`config.mk`:
```
export PLATFORM = sky130hd
export DESIGN_NAME = input_debounce_stage
export DESIGN_NICKNAME = d
export VERILOG_FILES = /design/src/rtl/debounce_pkg.sv /design/src/rtl/debounce_channel.sv /design/src/rtl/input_debounce_stage.sv
export SDC_FILE = /design/constraint.sdc
export NUM_CORES = 1
export LEC_CHECK = 0
export CORE_MARGIN = 2
export CORE_UTILIZATION = 56
export CTS_CLUSTER_SIZE = 14
export DETAILED_ROUTE_END_ITERATION = 10
export PLACE_DENSITY = 0.8
export SYNTH_ARGS = -nofsm -noshare
export SYNTH_HDL_FRONTEND = slang
export SYNTH_HIERARCHICAL = 1
export SYNTH_SLANG_ARGS = --single-unit
```
`constraint.sdc`:
```
create_clock -name clk -period 2.57 [get_ports clk]
set_clock_uncertainty 0.2 [all_clocks]
set_input_delay 0.257 -clock clk [delete_from_list [all_inputs] [get_ports clk]]
set_output_delay 0.257 -clock clk [all_outputs]
set_load 0.01 [all_outputs]
```
`src/rtl/debounce_pkg.sv`:
```
// debounce_pkg
//   Shared definitions for the input debounce stage: the per-channel FSM
//   state encoding, the legal range of the qualification length, and the
//   helper that sizes the qualification counter.
package debounce_pkg;

  // Two stable states and two qualifying states. The encoding is fixed so
  // that bit 1 reads as the accepted level of a stable state.
  typedef enum logic [1:0] {
    LOW      = 2'b00,
    CHK_HIGH = 2'b01,
    HIGH     = 2'b10,
    CHK_LOW  = 2'b11
  } state_e;

  localparam int STABLE_MIN = 2;
  localparam int STABLE_MAX = 255;

  // Counter must be able to represent STABLE_CYCLES itself, so it is sized
  // for STABLE_CYCLES+1 distinct values.
  function automatic int cnt_width(input int stable_cycles);
    return $clog2(stable_cycles + 1);
  endfunction

endpackage

```
`src/rtl/debounce_channel.sv`:
```
// debounce_channel
//   One input channel: two-flop synchronizer, saturating qualification
//   counter and a four-state debounce FSM. All outputs are registered.
//
// Ports
//   clk      : sole clock
//   rst_n    : asynchronous active-low reset
//   i_raw    : asynchronous pad input
//   o_clean  : debounced level
//   o_rise   : one-cycle pulse when o_clean goes 0->1
//   o_fall   : one-cycle pulse when o_clean goes 1->0
//
// state    | meaning
// ---------+-------------------------------------------------------------
// LOW      | accepted level is 0, synchronized input also 0
// CHK_HIGH | accepted level is 0, counting consecutive 1 samples
// HIGH     | accepted level is 1, synchronized input also 1
// CHK_LOW  | accepted level is 1, counting consecutive 0 samples
module debounce_channel
  import debounce_pkg::*;
#(
  parameter int STABLE_CYCLES = 8
) (
  input  logic clk,
  input  logic rst_n,
  input  logic i_raw,
  output logic o_clean,
  output logic o_rise,
  output logic o_fall
);

  localparam int CW = cnt_width(STABLE_CYCLES);
  localparam logic [CW-1:0] CNT_ZERO = '0;
  localparam logic [CW-1:0] CNT_ONE  = CW'(1);
  localparam logic [CW-1:0] CNT_TERM = CW'(STABLE_CYCLES - 1);
  localparam logic [CW-1:0] CNT_MAX  = {CW{1'b1}};

  logic          r_s1;
  logic          r_s2;
  state_e        r_state;
  logic [CW-1:0] r_cnt;
  logic          r_clean;
  logic          r_rise;
  logic          r_fall;

  state_e        w_state_nxt;
  logic [CW-1:0] w_cnt_nxt;
  logic [CW-1:0] w_cnt_inc;
  logic          w_term;
  logic          w_clean_nxt;
  logic          w_rise_nxt;
  logic          w_fall_nxt;

  // Synchronizer: r_s2 is the only sample the FSM ever looks at.
  always_ff @(posedge clk or negedge rst_n) begin
    if (!rst_n) begin
      r_s1 <= 1'b0;
      r_s2 <= 1'b0;
    end else begin
      r_s1 <= i_raw;
      r_s2 <= r_s1;
    end
  end

  // The terminal compare fires before the counter could ever reach its
  // maximum, so saturation only guards against an illegal state.
  assign w_cnt_inc = (r_cnt == CNT_MAX) ? r_cnt : (r_cnt + CNT_ONE);
  assign w_term    = (r_cnt == CNT_TERM);

  always_comb begin
    w_state_nxt = r_state;
    w_cnt_nxt   = r_cnt;
    w_clean_nxt = r_clean;
    w_rise_nxt  = 1'b0;
    w_fall_nxt  = 1'b0;

    case (r_state)
      LOW: begin
        if (r_s2) begin
          w_state_nxt = CHK_HIGH;
          w_cnt_nxt   = CNT_ONE;
        end else begin
          w_cnt_nxt   = CNT_ZERO;
        end
      end

      CHK_HIGH: begin
        if (!r_s2) begin
          // Bounce: abandon the check, accepted level stays 0.
          w_state_nxt = LOW;
          w_cnt_nxt   = CNT_ZERO;
        end else if (w_term) begin
          w_state_nxt = HIGH;
          w_cnt_nxt   = CNT_ZERO;
          w_clean_nxt = 1'b1;
          w_rise_nxt  = 1'b1;
        end else begin
          w_cnt_nxt   = w_cnt_inc;
        end
      end

      HIGH: begin
        if (!r_s2) begin
          w_state_nxt = CHK_LOW;
          w_cnt_nxt   = CNT_ONE;
        end else begin
          w_cnt_nxt   = CNT_ZERO;
        end
      end

      CHK_LOW: begin
        if (r_s2) begin
          // Bounce: abandon the check, accepted level stays 1.
          w_state_nxt = HIGH;
          w_cnt_nxt   = CNT_ZERO;
        end else if (w_term) begin
          w_state_nxt = LOW;
          w_cnt_nxt   = CNT_ZERO;
          w_clean_nxt = 1'b0;
          w_fall_nxt  = 1'b1;
        end else begin
          w_cnt_nxt   = w_cnt_inc;
        end
      end

      default: begin
        w_state_nxt = LOW;
        w_cnt_nxt   = CNT_ZERO;
        w_clean_nxt = 1'b0;
      end
    endcase
  end

  always_ff @(posedge clk or negedge rst_n) begin
    if (!rst_n) begin
      r_state <= LOW;
      r_cnt   <= CNT_ZERO;
      r_clean <= 1'b0;
      r_rise  <= 1'b0;
      r_fall  <= 1'b0;
    end else begin
      r_state <= w_state_nxt;
      r_cnt   <= w_cnt_nxt;
      r_clean <= w_clean_nxt;
      r_rise  <= w_rise_nxt;
      r_fall  <= w_fall_nxt;
    end
  end

  assign o_clean = r_clean;
  assign o_rise  = r_rise;
  assign o_fall  = r_fall;

endmodule

```
`src/rtl/input_debounce_stage.sv`:
```
// input_debounce_stage
//   Conditions raw pad inputs before they reach the project's gate logic.
//   Each bit gets its own synchronizer and debounce FSM; channels share no
//   state. clean feeds the downstream NOR stage directly, rise/fall are
//   single-cycle edge pulses for counters or latches.
//
// Parameters
//   WIDTH         : number of independent channels
//   STABLE_CYCLES : consecutive synchronized samples needed to accept a
//                   level change (legal range 2..255)
//
// Ports
//   clk     : sole clock
//   rst_n   : asynchronous active-low reset
//   raw_in  : asynchronous pad inputs (io_in[3:2] in the user project)
//   clean   : debounced level, registered
//   rise    : one-cycle pulse when clean goes 0->1
//   fall    : one-cycle pulse when clean goes 1->0
module input_debounce_stage
  import debounce_pkg::*;
#(
  parameter int WIDTH         = 2,
  parameter int STABLE_CYCLES = 8
) (
  input  logic             clk,
  input  logic             rst_n,
  input  logic [WIDTH-1:0] raw_in,
  output logic [WIDTH-1:0] clean,
  output logic [WIDTH-1:0] rise,
  output logic [WIDTH-1:0] fall
);

  logic [WIDTH-1:0] w_clean;
  logic [WIDTH-1:0] w_rise;
  logic [WIDTH-1:0] w_fall;

  for (genvar gi = 0; gi < WIDTH; gi++) begin : g_ch
    debounce_channel #(
      .STABLE_CYCLES (STABLE_CYCLES)
    ) u_channel (
      .clk     (clk),
      .rst_n   (rst_n),
      .i_raw   (raw_in[gi]),
      .o_clean (w_clean[gi]),
      .o_rise  (w_rise[gi]),
      .o_fall  (w_fall[gi])
    );
  end

  // Straight wiring: the channel outputs are already registered, so the
  // NOR stage sees clean with no additional delay.
  assign clean = w_clean;
  assign rise  = w_rise;
  assign fall  = w_fall;

endmodule

```
==> results of run 1 <==
-- stage by stage --
| step | instances | total power, W |
|---|---|---|
| 2_1_floorplan | 74 | 0.000384 |
| 3_3_place_gp | 100 | 0.000399 |
| 3_5_place_dp | 100 | 0.000402 |
| 4_1_cts | 104 | 0.000658 |
| 5_1_grt | 104 | 0.000679 |
| 6_report | 104 | 0.000651 |
-- flip-flops by register name (all words and copies together) (netlist names), named ones only --
name and flops:
g_ch.u_channel/o_clean 2, g_ch.u_channel/o_fall 2, g_ch.u_channel/o_rise 2, g_ch.u_channel/r_cnt 8, g_ch.u_channel/r_s1 2, g_ch.u_channel/r_s2 2
g_ch.u_channel/r_state 2
-- kinds of logic (layout without fill, tap and decap cells) --
group / count (synthesis) / count (layout) / share of synthesized area
buffers and inverters: 1 / 15 / 0.00430
flip-flops: 22 / 22 / 0.631
AND/OR/NAND/NOR: 35 / 35 / 0.235
AO/OA/AOI/OAI: 10 / 10 / 0.0603
adder cells (fa/ha/maj): 2 / 2 / 0.0287
XOR/XNOR: 4 / 4 / 0.0402
-- area by class of cell --
class,instances,share of cell area
clock buffers,3,0.0216
clock inverters,1,0.0288
inverters,1,0.00360
multi-input cells,51,0.305
flip-flops and latches,22,0.528
well taps,16,0.0192
repair buffers,10,0.0936
-- power groups by stage --
stage | clock network [W] | logic, W | registers [W]
after floorplan | 0 | 0.0000143 | 0.000369
after global placement | 0 | 0.0000287 | 0.000371
after detailed placement | 0 | 0.0000302 | 0.000372
after CTS | 0.000263 | 0.0000303 | 0.000365
after global routing | 0.000278 | 0.0000342 | 0.000366
final | 0.000257 | 0.0000292 | 0.000365
-- final timing paths --
kind | start | end | cells after the start
worst max-delay path | g_ch[0].u_channel/o_clean | clean[0] | 1
worst min-delay path | rst_n | g_ch[1].u_channel/r_cnt[0] | 2
worst max register to register | g_ch[0].u_channel/r_cnt[0] | g_ch[0].u_channel/o_clean | 4
worst min register to register | g_ch[1].u_channel/r_s1 | g_ch[1].u_channel/r_s2 | 0
max in group asynchronous | rst_n | g_ch[1].u_channel/r_cnt[2] | 2
min in group clk | g_ch[1].u_channel/r_s1 | g_ch[1].u_channel/r_s2 | 0
-- cells in the mapped netlist (all sizes together) --
| library cell | instances | area [um2] |
|---|---|---|
| dfrtp | 22 | 551 |
| nand2 | 11 | 41.3 |
| nor2 | 6 | 22.5 |
| a21oi | 4 | 20.0 |
| nand4 | 4 | 25.0 |
| o21ai | 4 | 20.0 |
| and3 | 3 | 25.0 |
| a31oi | 2 | 12.5 |
| and4b | 2 | 23.8 |
| ha | 2 | 25.0 |
| nand2b | 2 | 12.5 |
| nand3b | 2 | 15.0 |
| nand4b | 2 | 17.5 |
| nor3 | 2 | 15.0 |
| xnor2 | 2 | 17.5 |
| xor2 | 2 | 17.5 |
| inv | 1 | 3.75 |
| nor3b | 1 | 7.51 |
-- per-layer routing --
layer / vias to the layer above / routed length [um] / global-route usage
met5: - / 0 / 0
met4: 0 / 14 / 0.109
met3: 2 / 31 / 0.0292
met2: 7 / 727 / 0.299
met1: 300 / 641 / 0.206
li1: 291 / - / -
-- placed cells by master, fill, tap and decap left out --
master / n
dfrtp_1: 22
buf_4: 1
clkbuf_4: 3
bufinv_16: 1
nor3_2: 1
and3_2: 1
nor2_1: 6
a31oi_1: 2
nand2b_1: 2
and3_1: 1
nand4_1: 4
inv_1: 1
nand2_1: 11
and4b_4: 1
nand4b_1: 2
and3_4: 1
clkdlybuf4s50_1: 9
nor3_1: 1
nor3b_1: 1
and4b_1: 1
xor2_1: 2
xnor2_1: 2
a21oi_1: 4
nand3b_1: 2
o21ai_0: 4
ha_1: 2
==> results.ini, run 1 <==
[status]
status = completed

[placement]
gp_congestion = 0.803
placed_area_um2 = 990
dp_hpwl_um = 1000
pre_cts_slack_ns = 1.05
port_buffers = 9

[sta]
worst_slew_pin_slew_ns = 0.265
period_needed_ns = 1.69
hold_slack_ns = 0.0842
drv_slew = 0
rsz0062_at_grt = false
tns_ns = 0
period_share = 0.657
relSlewSlack = 0.823
setup_ws_ns = 0.882
hold_viol = 0
setup_viol = 0
max_freq_ghz = 0.592

[clock_tree]
hold_buffers = 0
cts_root_buffer = clkbuf_4
htreeDepth = 1
clock_latency_ns = 0.30
cts.sinks = 22
cts_resized = 0
cts_buffer_depth = 2
postCtsSetupRepairBufs = 0
tritoncts = done
path_clk_slew_ns = 0.12
cts_buffers = 3

[setup_path]
cp.required_ns = 2.11
cp.arrival_ns = 1.23
rrSetupSlack_ns = 1.02
critical-path-slowest-cell = clkdlybuf4s50_1
worst_setup_path_start_kind = flip-flop
critical-path-top-delay-family = buffers and inverters
cp-end-kind = output pin
cp_cell_sequence = clkdlybuf4s50_1
cpPeakStageDelay_ns = 0.55
crit_fanout = 3
path_class = flip-flop to output pin
path_buf_inv = 1

[route]
drcViolationCount = 0
ant_nets = 0
dr.pass1.iters = 3
vias_per_cell = 5.77
wl_per_cell_um = 13.6
initialDrtViolationCount = 2
num_vias = 600
drt_wl_total_um = 1420

[finish]
nFillCells = 111
area_growth_pct = 19.5
multi_input_area_um2 = 318
nets = 95
diodes = 0
drive_gt1_frac = 0.102
final_util = 0.700
seq_area_um2 = 551
final_cell_area_um2 = 1040

[grt]
antenna_found_initial = 0
grt_max_degree = 23
grt_pass1_vias = 599
gr-total-overflow = 0
grt_pass1_wl_um = 2430
grt_usage = 0.175

[hold_path]
hp-class = input pin to asynchronous set/reset pin

[power]
power-per-cell-area_nw_per_um2 = 624
power.clock.fraction = 0.394
ir_drop_mv = 0.398
pwr-share-comb = 0.045
p_seq_frac = 0.561
p_switching_w = 0.000125
cellInternalPower_w = 0.000526
p_leak_nw = 0.478
swShare = 0.191

[floorplan]
initial_utilization = 0.586
coreArea_um2 = 1490
rows = 14
fp.dieH_um = 43.5
io_pins = 10
die_w_um = 43.5
dieArea_um2 = 1890

[synthesis]
ys_ff_latch = 22
synth_warnings = 6
seq_area_frac_synth = 0.631
postSynthCellCount = 74
syn_area_um2 = 872
avgSynthCellArea_um2 = 11.8
syn_nets = 80
synth_cell_types = 22

[flow_run]
cap_violations = 0

(Power assumes the default switching activity.)
==> run 2: changes to the inputs <==
Settings changed: CORE_UTILIZATION 56 to 52, PLACE_DENSITY 0.8 to 0.75.
Clock period 2.57 ns to 1.68 ns, I/O delays scaled along.
==> results.ini, run 2 (synthesis results as in run 1) <==
[status]
status = completed

[finish]
nets = 97
largest_reg_flops = 8
diodes = 0
layout_common_cells = dfrtp_1 (22), nand2_1 (11), clkdlybuf4s50_1 (9), nor2_1 (6)
final_common_cell = dfrtp_1
largest_register = g_ch.u_channel/r_cnt
drive_gt1_frac = 0.101
final_cells = 105
area_growth_pct = 18.1
final_cell_area_um2 = 1030

[clock_tree]
cts_root_buffer = clkbuf_4
clock_latency_ns = 0.30
path_clk_slew_ns = 0.11
htreeDepth = 1
cts_resized = 0
cts.sinks = 22
cts_buffers = 3
postCtsSetupRepairBufs = 0
cts_buffer_depth = 2
tritoncts = done
hold_buffers = 1

[floorplan]
dieArea_um2 = 2020
fp.dieH_um = 45.0
coreArea_um2 = 1540
rows = 14
initial_utilization = 0.566
io_pins = 10
die_w_um = 45.0

[power]
finalPower_w = 0.000838
p_leak_nw = 0.473
power-per-cell-area_nw_per_um2 = 813
ir_drop_mv = 0.613

[sta]
hold_viol = 0
period_share = 0.955
max_freq_ghz = 0.623
rsz0062_at_grt = false
worst_slew_pin_slew_ns = 0.266
relSlewSlack = 0.823
tns_ns = 0
setup_viol = 0
period_needed_ns = 1.60
drv_slew = 0
hold_slack_ns = 0.0918

[setup_path]
critical-path-top-delay-family = buffers and inverters
path_buf_inv = 1
critical-path-slowest-cell = clkdlybuf4s50_1
path_class = flip-flop to output pin
cp.required_ns = 1.31
cp_cell_sequence = clkdlybuf4s50_1
worst_setup_path_start_kind = flip-flop
cp-end-kind = output pin
cpPeakStageDelay_ns = 0.55
cp.arrival_ns = 1.24
crit_fanout = 3

[grt]
grt_pass1_vias = 604
grt_pass1_wl_um = 2660
grt_usage = 0.187
grt_max_degree = 23
antenna_found_initial = 0
gr-total-overflow = 0

[route]
ant_nets = 0
dr.pass1.iters = 4
wl_per_cell_um = 14.0
drt_wl_total_um = 1480
initialDrtViolationCount = 9
num_vias = 604
vias_per_cell = 5.75
drcViolationCount = 0

[flow_run]
cap_violations = 0

[placement]
dpl.cell_count = 101
gp_congestion = 0.736
port_buffers = 9
dp_hpwl_um = 1040
placed_area_um2 = 997

[hold_path]
hp-class = input pin to flip-flop

==> run 2: report_power, final <==
part / internal, W / total, W / switching, W
sequential: 0.000544 / 0.000558 / 0.0000142
combinational: 0.0000226 / 0.0000474 / 0.0000248
clock: 0.0000836 / 0.000232 / 0.000149
total: 0.000650 / 0.000838 / 0.000188
==> run 2: routing by layer <==
layer  part of all wire  routed length (um)  GRT usage  vias to the layer above
met5                  0                   0          0                        -
met4             0.0061                   9      0.106                        0
met3              0.035                  52     0.0240                        2
met2               0.46                 685      0.271                       11
met1               0.49                 729      0.272                      299
li1                   -                   -          -                      292
==> run 2: stage by stage <==
step	utilization	setup slack (ns)
finish	0.668	0.0755
global route	0.668	0.00857
CTS	0.668	0.0555
detailed placement	0.647	0.219
global placement	0.647	0.257
floorplan	-	0.203
==> run 2: layout make-up <==
cell class	instances	area [um2]
well taps	16	20.0
fillers	121	512
inverters	1	3.75
repair buffers	12	115
multi-input cells	51	318
flip-flops and latches	22	551
clock buffers	3	22.5
==> run 2: path summary, 6_finish.rpt <==
check	cells after the start	slack [ns]	startpoint	endpoint
min in group asynchronous	3	0.54	rst_n	g_ch[0].u_channel/r_cnt[1]
max in group asynchronous	3	0.53	rst_n	g_ch[1].u_channel/r_s2
worst min register to register	0	0.17	g_ch[0].u_channel/r_s1	g_ch[0].u_channel/r_s2
worst max register to register	4	0.21	g_ch[0].u_channel/r_cnt[0]	g_ch[0].u_channel/o_clean
worst max-delay path	1	0.08	g_ch[0].u_channel/o_clean	clean[0]
worst min-delay path	1	0.09	raw_in[0]	g_ch[0].u_channel/r_s1
